**src/rtl/writeback_stage.sv**
```systemverilog
// Writeback stage: selects/extends the writeback value, merges move-wide
// immediates with an internal MOVK bypass, and holds one output entry
// behind a valid/ready handshake.
module writeback_stage #(
  parameter int unsigned WORD      = 64,
  parameter int unsigned INSTR_LEN = 32,
  parameter int unsigned REG_ADDR  = 5,
  parameter int unsigned ZERO_REG  = 31
) (
  input  logic                 clk,
  input  logic                 rst_n,
  input  logic                 flush,
  input  logic                 in_valid,
  output logic                 in_ready,
  input  logic [INSTR_LEN-1:0] instruction,
  input  logic [1:0]           mem_to_reg,
  input  logic                 reg_write,
  input  logic [REG_ADDR-1:0]  rd,
  input  logic [WORD-1:0]      alu_result,
  input  logic [WORD-1:0]      read_data,
  input  logic [WORD-1:0]      incremented_pc,
  input  logic [WORD-1:0]      read_data2,
  output logic                 out_valid,
  input  logic                 out_ready,
  output logic                 out_reg_write,
  output logic [REG_ADDR-1:0]  out_rd,
  output logic [WORD-1:0]      out_data
);

  localparam logic [10:0] OP_LDURB  = 11'h1C2;
  localparam logic [10:0] OP_LDURH  = 11'h3C2;
  localparam logic [10:0] OP_LDURSW = 11'h5C4;
  localparam logic [8:0]  OP_MOVZ   = 9'h1A5;
  localparam logic [8:0]  OP_MOVN   = 9'h125;
  localparam logic [8:0]  OP_MOVK   = 9'h1E5;

  logic                r_out_valid;
  logic                r_out_reg_write;
  logic [REG_ADDR-1:0] r_out_rd;
  logic [WORD-1:0]     r_out_data;
  logic                r_hist_valid;
  logic [REG_ADDR-1:0] r_hist_rd;
  logic [WORD-1:0]     r_hist_data;

  logic                w_accept;
  logic                w_fire;
  logic [10:0]         w_op11;
  logic [8:0]          w_op9;
  logic [1:0]          w_hw;
  logic [15:0]         w_imm;
  logic [5:0]          w_shamt;
  logic                w_hw_legal;
  logic [WORD-1:0]     w_imm_sh;
  logic [WORD-1:0]     w_mask;
  logic [WORD-1:0]     w_base;
  logic [WORD-1:0]     w_data;
  logic                w_reg_write;

  assign w_accept    = in_valid && in_ready;
  assign w_fire      = r_out_valid && out_ready;
  assign in_ready    = !r_out_valid || out_ready;
  assign w_op11      = instruction[31:21];
  assign w_op9       = instruction[31:23];
  assign w_hw        = instruction[22:21];
  assign w_imm       = instruction[20:5];
  assign w_shamt     = {w_hw, 4'b0000};
  assign w_hw_legal  = (WORD > 32) || !w_hw[1];
  assign w_imm_sh    = WORD'(w_imm) << w_shamt;
  assign w_mask      = WORD'(16'hFFFF) << w_shamt;
  assign w_reg_write = reg_write && (rd != REG_ADDR'(ZERO_REG));

  // MOVK base: held entry first, then last retired write, then regfile operand
  always_comb begin
    w_base = read_data2;
    if (r_out_valid && r_out_reg_write && (r_out_rd == rd)) begin
      w_base = r_out_data;
    end else if (r_hist_valid && (r_hist_rd == rd)) begin
      w_base = r_hist_data;
    end
  end

  // Writeback value: opcode decode overrides the mem_to_reg select
  always_comb begin
    w_data = '0;
    if (w_op11 == OP_LDURB) begin
      w_data = WORD'(read_data[7:0]);
    end else if (w_op11 == OP_LDURH) begin
      w_data = WORD'(read_data[15:0]);
    end else if (w_op11 == OP_LDURSW) begin
      w_data = WORD'($signed(read_data[31:0]));
    end else if (w_op9 == OP_MOVZ) begin
      w_data = w_hw_legal ? w_imm_sh : '0;
    end else if (w_op9 == OP_MOVN) begin
      w_data = w_hw_legal ? ~w_imm_sh : '0;
    end else if (w_op9 == OP_MOVK) begin
      w_data = w_hw_legal ? ((w_base & ~w_mask) | w_imm_sh) : w_base;
    end else begin
      case (mem_to_reg)
        2'd0:    w_data = alu_result;
        2'd1:    w_data = read_data;
        2'd2:    w_data = incremented_pc;
        default: w_data = '0;
      endcase
    end
  end

  // Output entry and single-entry retire history
  always_ff @(posedge clk or negedge rst_n) begin
    if (!rst_n) begin
      r_out_valid     <= 1'b0;
      r_out_reg_write <= 1'b0;
      r_out_rd        <= '0;
      r_out_data      <= '0;
      r_hist_valid    <= 1'b0;
      r_hist_rd       <= '0;
      r_hist_data     <= '0;
    end else if (flush) begin
      r_out_valid  <= 1'b0;
      r_hist_valid <= 1'b0;
    end else begin
      if (w_fire && r_out_reg_write) begin
        r_hist_valid <= 1'b1;
        r_hist_rd    <= r_out_rd;
        r_hist_data  <= r_out_data;
      end
      if (w_accept) begin
        r_out_valid     <= 1'b1;
        r_out_reg_write <= w_reg_write;
        r_out_rd        <= rd;
        r_out_data      <= w_data;
      end else if (w_fire) begin
        r_out_valid <= 1'b0;
      end
    end
  end

  assign out_valid     = r_out_valid;
  assign out_reg_write = r_out_reg_write;
  assign out_rd        = r_out_rd;
  assign out_data      = r_out_data;

endmodule

```
**config.mk**
```make
export PLATFORM = sky130hd
export DESIGN_NAME = writeback_stage
export DESIGN_NICKNAME = d
export VERILOG_FILES = /design/src/rtl/writeback_stage.sv
export SDC_FILE = /design/constraint.sdc
export NUM_CORES = 1
export LEC_CHECK = 0
export CAP_MARGIN = 20
export CORE_ASPECT_RATIO = 1.4
export CORE_MARGIN = 2
export CORE_UTILIZATION = 51
export CTS_BUF_LIST = sky130_fd_sc_hd__clkbuf_4
export DETAILED_ROUTE_END_ITERATION = 6
export PLACE_DENSITY = 0.89
export SLEW_MARGIN = 10
export SYNTH_ARGS = -nofsm -noshare
export SYNTH_HDL_FRONTEND = slang
export SYNTH_SLANG_ARGS = --single-unit
```
**constraint.sdc**
```tcl
create_clock -name clk -period 4.7 [get_ports clk]
set_input_delay 0.94 -clock clk [delete_from_list [all_inputs] [get_ports clk]]
set_output_delay 0.94 -clock clk [all_outputs]
set_load 0.01 [all_outputs]
```
== After elaboration in Yosys (flattened, before gate mapping) ==
Index checks and enable logic that the tools add are counted.

* Logic and storage cells: 53
* Bits of input ports: 301
* Output and inout port bits: 72
* Bits in registers: 141

* Shift-type cells: 2
* Bitwise logic cells: 5
* Equal/unequal tests: 11
* Reduce and logical (&&, ||, !) cells: 14
* Muxes and demuxes: 14

{| class="wikitable"
|+ Operators by type and width
! cell !! count
|-
| 64-bit two-way mux || 8
|-
| 64-bit one-hot mux with 3 select lines || 1
|-
| 64-bit NOT || 2
|-
| 64-bit AND || 1
|-
| 64-bit OR || 1
|-
| 16-bit by 6-bit << shifter with 64-bit output || 1
|-
| 16-bit by 6-bit << shifter with 64-bit output (first input constant) || 1
|-
| 9-bit == test (second input constant) || 3
|-
| 11-bit by 10-bit == test with 1-bit output (second input constant) || 1
|-
| 11-bit == test (second input constant) || 1
|-
| 11-bit by 9-bit == test with 1-bit output (second input constant) || 1
|-
| 5-bit == test || 2
|-
| 1-bit logical AND || 7
|-
| 1-bit two-way mux || 5
|-
| 5-bit inequality test (second input constant) || 1
|-
| 2-bit AND reduction || 2
|-
| 3-bit nonzero test || 1
|-
| 2-bit by 1-bit == test with 1-bit output (second input constant) || 1
|-
| 2-bit == test (second input constant) || 1
|-
| 2-bit zero test || 1
|-
| 2-bit nonzero test || 1
|-
| 1-bit zero test || 1
|-
| 1-bit logical OR || 1
|-
| 1-bit NOT || 1
|}

== Logic depth before layout (Yosys ltp) ==
Gate-level depths: netlist of the first run.

* Word-level depth: 12
* Depth in mapped cells: 9
* Mapped depth without buffers: 7

== Least setup slack after synthesis of the first run ==
OpenSTA, ideal clock, no wires.

* Path type: in2reg
* From: input port instruction[26]
* To: register r_out_data[17] (netlist: out_data[17])
* Setup slack: 1.752 ns
* Library setup time: 0.131 ns
* Required time: 4.569 ns
* Path buffers: 2
* Arrival time: 2.816 ns
* Stages: 8
* Path through: or3b_4 or3b_1 buf_2 o31a_1 buf_6 o221ai_2 a2111oi_0 or3_1

* Longest elaborated chain between the ends: 7
* Elaborated cells between the ends (all ways): 12
* Those cells by class: eq/ne: 6; mux: 6

{| class="wikitable"
|+ RTL lines
! item !! line !! RTL
|-
| from (decl) || 15 || <nowiki>input logic [INSTR_LEN-1:0] instruction,</nowiki>
|-
| 9-bit == test || 95 || <nowiki>end else if (w_op9 == OP_MOVK) begin</nowiki>
|-
| 64-bit two-way mux || 95 ||
|-
| 64-bit two-way mux || 93 || <nowiki>end else if (w_op9 == OP_MOVN) begin</nowiki>
|-
| 64-bit two-way mux || 91 || <nowiki>end else if (w_op9 == OP_MOVZ) begin</nowiki>
|-
| 64-bit two-way mux || 89 || <nowiki>end else if (w_op11 == OP_LDURSW) begin</nowiki>
|-
| 64-bit two-way mux || 87 || <nowiki>end else if (w_op11 == OP_LDURH) begin</nowiki>
|-
| 64-bit two-way mux * || 85 || <nowiki>if (w_op11 == OP_LDURB) begin</nowiki>
|-
| to (signal assigned) || 130 || <nowiki>r_out_data <= w_data;</nowiki>
|-
| to (decl) || 40 || <nowiki>logic [WORD-1:0] r_out_data;</nowiki>
|}

Every way passes the cells marked *; elsewhere a longest branch is shown, timed or not.
A chain may end at the register's enable or synchronous reset.

== Final worst setup path of the first run ==
* From: input port instruction[26]
* To: register r_out_data[28] (netlist: out_data[28])

Same word-level chain as after synthesis.

==> impl_metrics.csv, run 1 <==
group,metric,value,unit
status,status,"completed",
clock_network,cts_tree,"yes",
clock_network,cts_buffer_depth,2,
floorplan,io_pins,373,
power_and_ir_drop,p_per_area,262.8,mW/mm²
synthesis,synth-compound-area-share,0.2856,
final_layout,final_area,0.01478,mm²
floorplan,die_h,174.6,µm
synthesis,netlist_area,0.01061,mm²
routing,routedWlPerCell,24.02,µm
setup_path,slowest_delay,550,ps
placed_design,placedInstanceArea,0.01446,mm²
setup_path,start_kind,"primary input",
routing,ant_nets,0,
clock_network,clock_latency,580,ps
routing,vias,12150,
setup_path,cpMaxStageDelayCell,"or2_2",
clock_network,cts_setup_buffers,0,
sta,min_period,3422,ps
routing,drc,0,
min_path,min_path_type,"in2async",
sta,tns,0,ps
global_routing,track_usage,0.3882,
setup_path,cp-end-kind,"flip-flop",
setup_path,cp_cell_sequence,"clkdlybuf4s50_1 -> or3b_4 -> or2_2 -> nor2_4 -> buf_4 -> o221ai_1 -> a2111oi_0 -> or3_1",
synthesis,ys.flop_type,"dfrtp_1",
placed_design,pre_cts_ws,731.6,ps
global_routing,grt_overflow,0,
sta,hold_viol,0,
synthesis,synthAdderAreaFrac,0,
routing,drt_first_pass_iters,6,
final_layout,final_nets,1854,
floorplan,core.rowCount,62,
setup_path,critPathTopFamily,"simple AND/OR/NAND/NOR gates",
synthesis,yosysSeqAreaShare,0.3326,
setup_path,critPathArrivalTime,3950,ps
global_routing,grt_max_degree,88,
final_layout,syn2layout_area_growth,39.29,%
sta,worstMarginPinSlew,1079,ps
routing,routed_wl,43880,µm
clock_network,cts_root_buf,"clkbuf_4",
synthesis,ys_types,58,
sta,maxSlewHeadroom,0.2741,
clock_network,cts.sinks,141,
placed_design,place_hpwl,30160,µm
synthesis,synth_fp_nets,1547,
synthesis,ys_ff_latch,141,
sta,final-setup-viol-count,0,
synthesis,postSynth.asyncResetShare,1.000,
synthesis,synth_warnings,0,
power_and_ir_drop,vdd_drop_max,0.1675,mV
clock_network,cts_made_buffers,17,
sta,slew_violations,0,
sta,min_period_over_period,0.7281,
placed_design,port_buffers,367,
routing,vias_per_cell,6.648,
final_layout,layout-drive-gt1-share,0.1054,
floorplan,core,0.02048,mm²
synthesis,synthMuxAreaShare,0.1346,
clock_network,clk_pin_slew,140,ps
setup_path,crit_required,5230,ps
sta,fmax,292.2,MHz
sta,layout_setup_ws,1278,ps
synthesis,synthCells,1246,
synthesis,synth-simple-area-share,0.1723,
final_layout,final_util,0.7215,
placed_design,routabilityCongestion,0.9012,
setup_path,critical_path_buf_inv_count,2,
floorplan,initial_core_util,0.5180,
synthesis,synth-edff-count,0,
run,drv_cap,0,
clock_network,hold_buffers,0,
floorplan,die_area,0.02199,mm²
global_routing,antenna_found_initial,5,
synthesis,synth_xor_area_frac,0.02642,
floorplan,die_w,125.9,µm
power_and_ir_drop,p_leak,0.005957,µW
clock_network,htreeDepth,4,
sta,grt_setup_unrepaired,"no",
sta,fin_worst_skew,22.20,ps
synthesis,syn_area_per_cell,8.513,µm²
setup_path,critPathKind,"in2reg",
global_routing,grt_pass1_wl,67340,µm
setup_path,crit_path_max_fanout,37,
synthesis,synth_top_family_by_area,"compound AO/OA/AOI/OAI gates",
routing,drtIter0Drc,1374,
global_routing,grt_pass1_vias,12280,
clock_network,cts_resized,0,
## path summary, 6_finish.rpt
kind / start / endpoint / slack, ps / depth (start not counted)
worst max-delay path: instruction[26] / out_data[28] / 1280 / 8
worst min-delay path: rst_n / r_hist_data[47] / 390 / 1
worst max register to register: out_rd[3] / out_data[15] / 1990 / 6
worst min register to register: r_hist_data[63] / r_hist_data[63] / 510 / 1
max in group asynchronous: rst_n / out_data[15] / 3130 / 2
min in group clk: r_hist_data[63] / r_hist_data[63] / 510 / 1
## routing by layer
metal	vias to the layer above	GRT usage	wire, µm
li1	5329	-	-
met1	5760	0.4526	15170
met2	861	0.6259	20880
met3	193	0.09400	4681
met4	2	0.2711	3143
met5	-	0	16
## through the flow
stage          hold WS (ps)  power, µW  instances
2_1_floorplan         471.2       2277       1246
3_3_place_gp          479.3       2952       1789
3_5_place_dp          489.6       3011       1789
4_1_cts               427.1       3858       1821
5_1_grt               430.9       4036       1824
6_report              393.4       3883       1827
## flip-flops by register name, indices dropped and copies added, names as in the netlist
signal	cells
r_hist_data	64
r_hist_valid	1
out_reg_write	1
out_valid	1
out_data	64
r_hist_rd	5
out_rd	5
## power by group
part	internal [µW]	switching [µW]
Sequential	1490	214
Clock	366	506
Combinational	740	568
Total	2590	1290
## cells in the final DEF (no fill, tap or decap), types with 8 or more instances in the layout
cell	n
mux2i_1	65
o311ai_0	23
xor2_1	14
clkdlybuf4s50_1	363
and4_1	17
or3_1	16
a221o_1	32
a22o_1	11
mux2_2	69
o221ai_2	8
nor2_1	145
clkbuf_4	17
a2111oi_0	28
a211oi_1	44
o21ai_0	41
nor3_1	18
o21a_1	29
a22oi_1	30
a21oi_1	80
xnor2_1	18
nand2_1	164
o31ai_1	16
o211ai_1	28
a221oi_1	14
buf_4	38
dfrtp_1	141
## cell usage after synthesis, drive strengths merged, types with 23 or more instances
cell type,n,share of area
a2111oi,34,0.029
a211oi,44,0.031
a21oi,80,0.038
a221o,32,0.030
a22oi,30,0.021
buf,41,0.020
clkbuf,78,0.028
dfrtp,141,0.33
mux2,69,0.073
mux2i,65,0.061
nand2,164,0.058
nor2,149,0.054
o211ai,28,0.020
o21a,29,0.021
o21ai,41,0.019
o311ai,23,0.019
## final cells by class
type,instances,area [µm²]
sequential,141,3528
clock buffer,17,127.6
timing repair buffer,407,4000
antenna,5,12.51
inverter,3,11.26
fill,1551,5704
clock inverter,15,170.2
multi-input combinational,983,6605
tap,256,320.3
## logic make-up (layout without fill, tap and decap cells)
| family | after synthesis | count (layout) |
|---|---|---|
| AO/OA/AOI/OAI | 409 | 409 |
| AND/OR/NAND/NOR | 408 | 408 |
| flip-flops | 141 | 141 |
| multiplexers | 134 | 134 |
| buffers and inverters | 122 | 442 |
| XOR/XNOR | 32 | 32 |
| other | 0 | 5 |
Note: power is estimated with default switching activity, not from simulation.
==> run 2: changes to the inputs <==
--- a/config.mk
+++ b/config.mk
@@ -8,10 +8,10 @@
 export CAP_MARGIN = 20
 export CORE_ASPECT_RATIO = 1.4
 export CORE_MARGIN = 2
-export CORE_UTILIZATION = 51
+export CORE_UTILIZATION = 47
 export CTS_BUF_LIST = sky130_fd_sc_hd__clkbuf_4
 export DETAILED_ROUTE_END_ITERATION = 6
-export PLACE_DENSITY = 0.89
+export PLACE_DENSITY = 0.83
 export SLEW_MARGIN = 10
 export SYNTH_ARGS = -nofsm -noshare
 export SYNTH_HDL_FRONTEND = slang
==> constraint.sdc (replaced) <==
create_clock -name clk -period 3.3 [get_ports clk]
set_input_delay 0.66 -clock clk [delete_from_list [all_inputs] [get_ports clk]]
set_output_delay 0.66 -clock clk [all_outputs]
set_load 0.01 [all_outputs]
==> run 2 against run 1 <==
The flow now finishes with violations (DRC). Non-clock buffer count grew 34. Clock-buffer cell count grew 2. Sequential share of layout area shrank 0.73 points. Total power grew 42%. Clock power grew 37%. Final cell count grew 4.3%. Final area grew 3.2%. Register-to-register slack lost 1100 ps. Worst setup slack lost 770 ps.
==> impl_metrics.csv, run 2 (same netlist as run 1, synthesis figures left out) <==
group,metric,value,unit
status,status,"finished with violations",
status,failed_checks,"DRC",
clock_network,cts_buffer_depth,2,
run,drv_cap,0,
global_routing,grt_max_degree,82,
clock_network,cts_root_buf,"clkbuf_4",
power_and_ir_drop,p_leak,0.006168,µW
setup_path,crit_path_max_fanout,8,
floorplan,core.rowCount,65,
power_and_ir_drop,p_per_area,361.9,mW/mm²
final_layout,final_common_cell,"clkdlybuf4s50_1",
sta,maxSlewHeadroom,0.3573,
global_routing,grt_pass1_vias,12200,
clock_network,cts_made_buffers,17,
clock_network,htreeDepth,4,
placed_design,placedInstanceArea,0.01495,mm²
placed_design,place_hpwl,32200,µm
setup_path,crit_required,3810,ps
floorplan,die_h,181.8,µm
placed_design,pre_cts_ws,-35.42,ps
floorplan,io_pins,373,
min_path,min_path_type,"in2async",
floorplan,core,0.02237,mm²
final_layout,final_nets,1888,
setup_path,reg2reg_depth,7,
setup_path,critical_path_buf_inv_count,2,
setup_path,cpMaxStageDelayCell,"nor4_1",
sta,final-setup-viol-count,0,
routing,vias,12290,
sta,hold_viol,0,
sta,fmax,358.0,MHz
setup_path,r2r_slack,870,ps
clock_network,cts_tree,"yes",
setup_path,critPathTopFamily,"simple AND/OR/NAND/NOR gates",
routing,drt_first_pass_iters,7,
setup_path,start_kind,"primary input",
floorplan,die_area,0.02380,mm²
final_layout,fillers,1806,
global_routing,antenna_found_initial,3,
global_routing,track_usage,0.3706,
placed_design,port_buffers,367,
placed_design,dp_cells,1869,
setup_path,cp_cell_sequence,"clkdlybuf4s50_1 -> or3b_4 -> buf_4 -> nor2_1 -> nand3_1 -> nor4_1 -> a221o_1",
sta,grt_setup_unrepaired,"no",
clock_network,clock_latency,590,ps
setup_path,rr_endpoint,"out_data[45]",
clock_network,hold_buffers,0,
setup_path,critPathKind,"in2reg",
clock_network,cts.sinks,141,
routing,routed_wl,44710,µm
global_routing,grt_overflow,0,
routing,ant_nets,0,
clock_network,cts_resized,0,
final_layout,syn2layout_area_growth,43.70,%
sta,min_period_over_period,0.8465,
setup_path,rr_startpoint,"out_valid",
final_layout,stdcell_count,1905,
setup_path,critPathArrivalTime,3310,ps
placed_design,routabilityCongestion,0.9240,
sta,worstMarginPinSlew,955.3,ps
routing,drtIter0Drc,1402,
final_layout,final_util,0.6816,
floorplan,initial_core_util,0.4743,
floorplan,die_w,131.0,µm
clock_network,clk_pin_slew,150,ps
setup_path,cp-end-kind,"flip-flop",
sta,fin_worst_skew,32.12,ps
sta,min_period,2794,ps
sta,slew_violations,0,
routing,routedWlPerCell,23.47,µm
final_layout,final_cell_mix,"clkdlybuf4s50_1 (363), nand2_1 (164), nor2_1 (145)",
setup_path,slowest_delay,900,ps
routing,drc,1,
final_layout,layout-drive-gt1-share,0.1256,
final_layout,final_area,0.01524,mm²
power_and_ir_drop,vdd_drop_max,0.2634,mV
routing,vias_per_cell,6.450,
global_routing,grt_pass1_wl,67580,µm
sta,layout_setup_ws,506.5,ps
clock_network,cts_setup_buffers,0,
==> run 2: layout make-up <==
class / count / area [µm²] / share of cell area
multi-input combinational: 983 / 6605 / 0.4333
timing repair buffer: 441 / 4431 / 0.2907
sequential: 141 / 3528 / 0.2315
tap: 301 / 376.6 / 0.02471
clock buffer: 19 / 142.6 / 0.009357
clock inverter: 13 / 138.9 / 0.009111
inverter: 3 / 11.26 / 0.0007387
antenna: 4 / 10.01 / 0.0006567
==> run 2: routing by layer <==
layer	wire length (µm)	up-vias	part of all wire	global-route usage
met5	0	-	0	0
met4	3222	0	0.072	0.2447
met3	4403	201	0.098	0.07955
met2	21130	861	0.47	0.5861
met1	15960	5823	0.36	0.4484
li1	-	5403	-	-
==> run 2: how the worst max path moves through the flow <==
| stage | startpoint | endpoint | slack, ps | cells after the start |
|---|---|---|---|---|
| floorplan | instruction[26] | out_data[17] | 630 | 8 |
| CTS | instruction[28] | out_data[1] | 580 | 8 |
| detailed placement | instruction[28] | out_data[1] | -40 | 8 |
| global route | instruction[28] | out_data[36] | 420 | 9 |
| finish | instruction[28] | out_data[45] | 510 | 7 |
| global placement | instruction[28] | out_data[38] | -40 | 7 |
==> run 2: metrics by stage <==
stage / TNS, ps / total power [µW] / hold slack (ps)
final: 0 / 5517 / 64.52
after global routing: 0 / 5771 / 115.5
after CTS: 0 / 5499 / 103.8
after detailed placement: -227.5 / 4321 / 487.8
after global placement: -153.4 / 4242 / 479.2
after floorplan: 0 / 3243 / 364.4
==> run 2: power breakdown <==
| part | total [µW] | internal (µW) | switching, µW |
|---|---|---|---|
| clock | 1200 | 469 | 731 |
| combinational | 1890 | 1080 | 806 |
| sequential | 2430 | 2120 | 311 |
==> run 3: changes to the inputs <==
--- a/config.mk
+++ b/config.mk
@@ -8,10 +8,10 @@
 export CAP_MARGIN = 20
 export CORE_ASPECT_RATIO = 1.4
 export CORE_MARGIN = 2
-export CORE_UTILIZATION = 47
+export CORE_UTILIZATION = 43
 export CTS_BUF_LIST = sky130_fd_sc_hd__clkbuf_4
 export DETAILED_ROUTE_END_ITERATION = 6
-export PLACE_DENSITY = 0.83
+export PLACE_DENSITY = 0.8
 export SLEW_MARGIN = 10
 export SYNTH_ARGS = -nofsm -noshare
 export SYNTH_HDL_FRONTEND = slang
==> constraint.sdc (replaced) <==
create_clock -name clk -period 2.3 [get_ports clk]
set_input_delay 0.46 -clock clk [delete_from_list [all_inputs] [get_ports clk]]
set_output_delay 0.46 -clock clk [all_outputs]
set_load 0.01 [all_outputs]
==> run 3 against run 2 <==
The flow finishes with violations (setup timing). Final area up 6.1%. Register-to-register slack worse by 750 ps. Die area up 9.1%. First-iteration DRC count down 6.8%. Clock skew is 4.1 ps lower. Global-route usage shrank 2.8 points. Non-clock buffer count increased by 80. Sequential power rose by 44%. Combinational power up 50%. Total power rose by 46%. Final cell count up 5.0%.
==> impl_metrics.csv, run 3 (same netlist as run 1, synthesis figures left out) <==
group,metric,value,unit
clock_network,cts_tree,"yes",
global_routing,antenna_found_initial,6,
power_and_ir_drop,p_switching,2705,µW
global_routing,track_usage,0.3429,
sta,fmax,426.5,MHz
floorplan,die_h,189.8,µm
routing,routedWlPerCell,22.70,µm
sta,fin_worst_skew,27.99,ps
clock_network,clk_pin_slew,140,ps
final_layout,final_nets,1968,
routing,drc,0,
routing,ant_nets,0,
power_and_ir_drop,pwr-share-seq,0.434,
placed_design,routabilityCongestion,0.9343,
setup_path,critPathArrivalTime,2860,ps
status,status,"finished with violations",
sta,maxSlewHeadroom,0.6529,
clock_network,cts_root_buf,"clkbuf_4",
sta,min_period,2345,ps
power_and_ir_drop,switching_share,0.3359,
sta,worstMarginPinSlew,516.4,ps
clock_network,cts.sinks,141,
min_path,min_path_type,"in2async",
clock_network,cts_buffer_depth,2,
final_layout,syn2layout_area_growth,52.54,%
floorplan,initial_core_util,0.4344,
floorplan,core.rowCount,68,
sta,hold_viol,0,
setup_path,critPathKind,"in2reg",
setup_path,cp-end-kind,"flip-flop",
power_and_ir_drop,comb_power_share,0.352,
setup_path,start_kind,"primary input",
clock_network,clock_latency,600,ps
routing,routed_wl,45400,µm
floorplan,io_pins,373,
run,drv_cap,0,
setup_path,crit_required,2820,ps
global_routing,grt_pass1_wl,68370,µm
sta,hold_slack,343.4,ps
routing,drt_first_pass_iters,6,
placed_design,place_hpwl,33400,µm
final_layout,final_util,0.6626,
final_layout,final_cell_mix,"clkdlybuf4s50_1 (362), nand2_1 (163), nor2_1 (141), dfrtp_1 (141), buf_4 (122)",
power_and_ir_drop,intPower,5347,µW
sta,grt_setup_unrepaired,"yes",
clock_network,cts_made_buffers,17,
routing,vias_per_cell,6.197,
sta,min_period_over_period,1.019,
global_routing,grt_overflow,0,
status,failed_checks,"setup timing",
final_layout,final_common_cell,"clkdlybuf4s50_1",
final_layout,layout-drive-gt1-share,0.1811,
final_layout,stdcell_count,2000,
setup_path,crit_path_max_fanout,16,
final_layout,fillers,2002,
power_and_ir_drop,p_leak,0.006624,µW
global_routing,grt_pass1_vias,12470,
power_and_ir_drop,p_per_area,497.6,mW/mm²
sta,slew_violations,0,
clock_network,htreeDepth,4,
floorplan,core,0.02442,mm²
routing,drtIter0Drc,1307,
power_and_ir_drop,vdd_drop_max,0.3090,mV
placed_design,port_buffers,367,
floorplan,die_w,136.7,µm
power_and_ir_drop,clkPwrFrac,0.213,
floorplan,die_area,0.02596,mm²
global_routing,grt_max_degree,54,
sta,layout_setup_ws,-44.70,ps
routing,vias,12390,
placed_design,dp_cells,1959,
sta,final-setup-viol-count,3,
run 3: final cells by class:
class | instances | area [µm²] | area share
inverters | 3 | 11.26 | 0.0006959
repair buffers | 521 | 5207 | 0.3218
flip-flops and latches | 141 | 3528 | 0.2181
well taps | 315 | 394.1 | 0.02436
multi-input cells | 983 | 6748 | 0.4170
clock buffers | 18 | 135.1 | 0.008351
clock inverters | 13 | 141.4 | 0.008738
diodes | 6 | 15.01 | 0.0009279
run 3: repair_timing:
| action | in CTS | in global routing |
|---|---|---|
| hold buffers | 1 | 0 |
| setup buffers | 0 | 1 |
| hold endpoints to repair | 42 | 0 |
| pin swaps | 1 | 14 |
| cloned | 0 | 2 |
| gates resized for setup | 13 | 47 |
| setup endpoints to repair | 18 | 59 |
run 3: worst max-delay path, stage by stage:
cell and delay, ps:
clkdlybuf4s50_1 460, or3b_4 400, buf_6 140, or2_4 250, nor2_4 170, buf_12 190
a211oi_1 80, a2111oi_0 480, a221o_1 230
run 3: path summary, 6_finish.rpt:
path / from / to / slack, ps / depth (start not counted)
worst max register to register: r_hist_rd[1] / out_data[24] / 120 / 8
worst min register to register: r_hist_data[55] / r_hist_data[55] / 520 / 1
worst min-delay path: rst_n / r_hist_data[38] / 340 / 2
worst max-delay path: instruction[28] / out_data[55] / -40 / 9
min in group clk: instruction[30] / out_data[62] / 440 / 4
max in group asynchronous: rst_n / out_data[57] / 1270 / 3
run 3: per-stage QoR:
step	worst slack [ps]	TNS [ps]	total power [µW]	area, µm²
after floorplan	-66.98	-2456	4662	10680
after global placement	-627.8	-34810	6218	15670
after detailed placement	-692.9	-38300	6318	15670
after CTS	2.029	0	7999	15970
after global routing	-51.88	-150.3	8403	16180
final	-44.70	-74.76	8052	16180
run 3: metal layers:
| metal | track usage | routed length, µm | part of all wire |
|---|---|---|---|
| met3 | 0.06075 | 3600 | 0.079 |
| met1 | 0.4035 | 16750 | 0.37 |
| met4 | 0.1935 | 2704 | 0.060 |
| met5 | 0 | 0 | 0 |
| met2 | 0.5829 | 22350 | 0.49 |
run 3: power by group through the flow:
stage,Sequential [µW],Clock (µW),Combinational [µW]
floorplan,3490,0,1180
global placement,3490,0,2720
detailed placement,3520,0,2800
CTS,3470,1720,2810
global route,3560,1810,3030
finish,3500,1720,2840
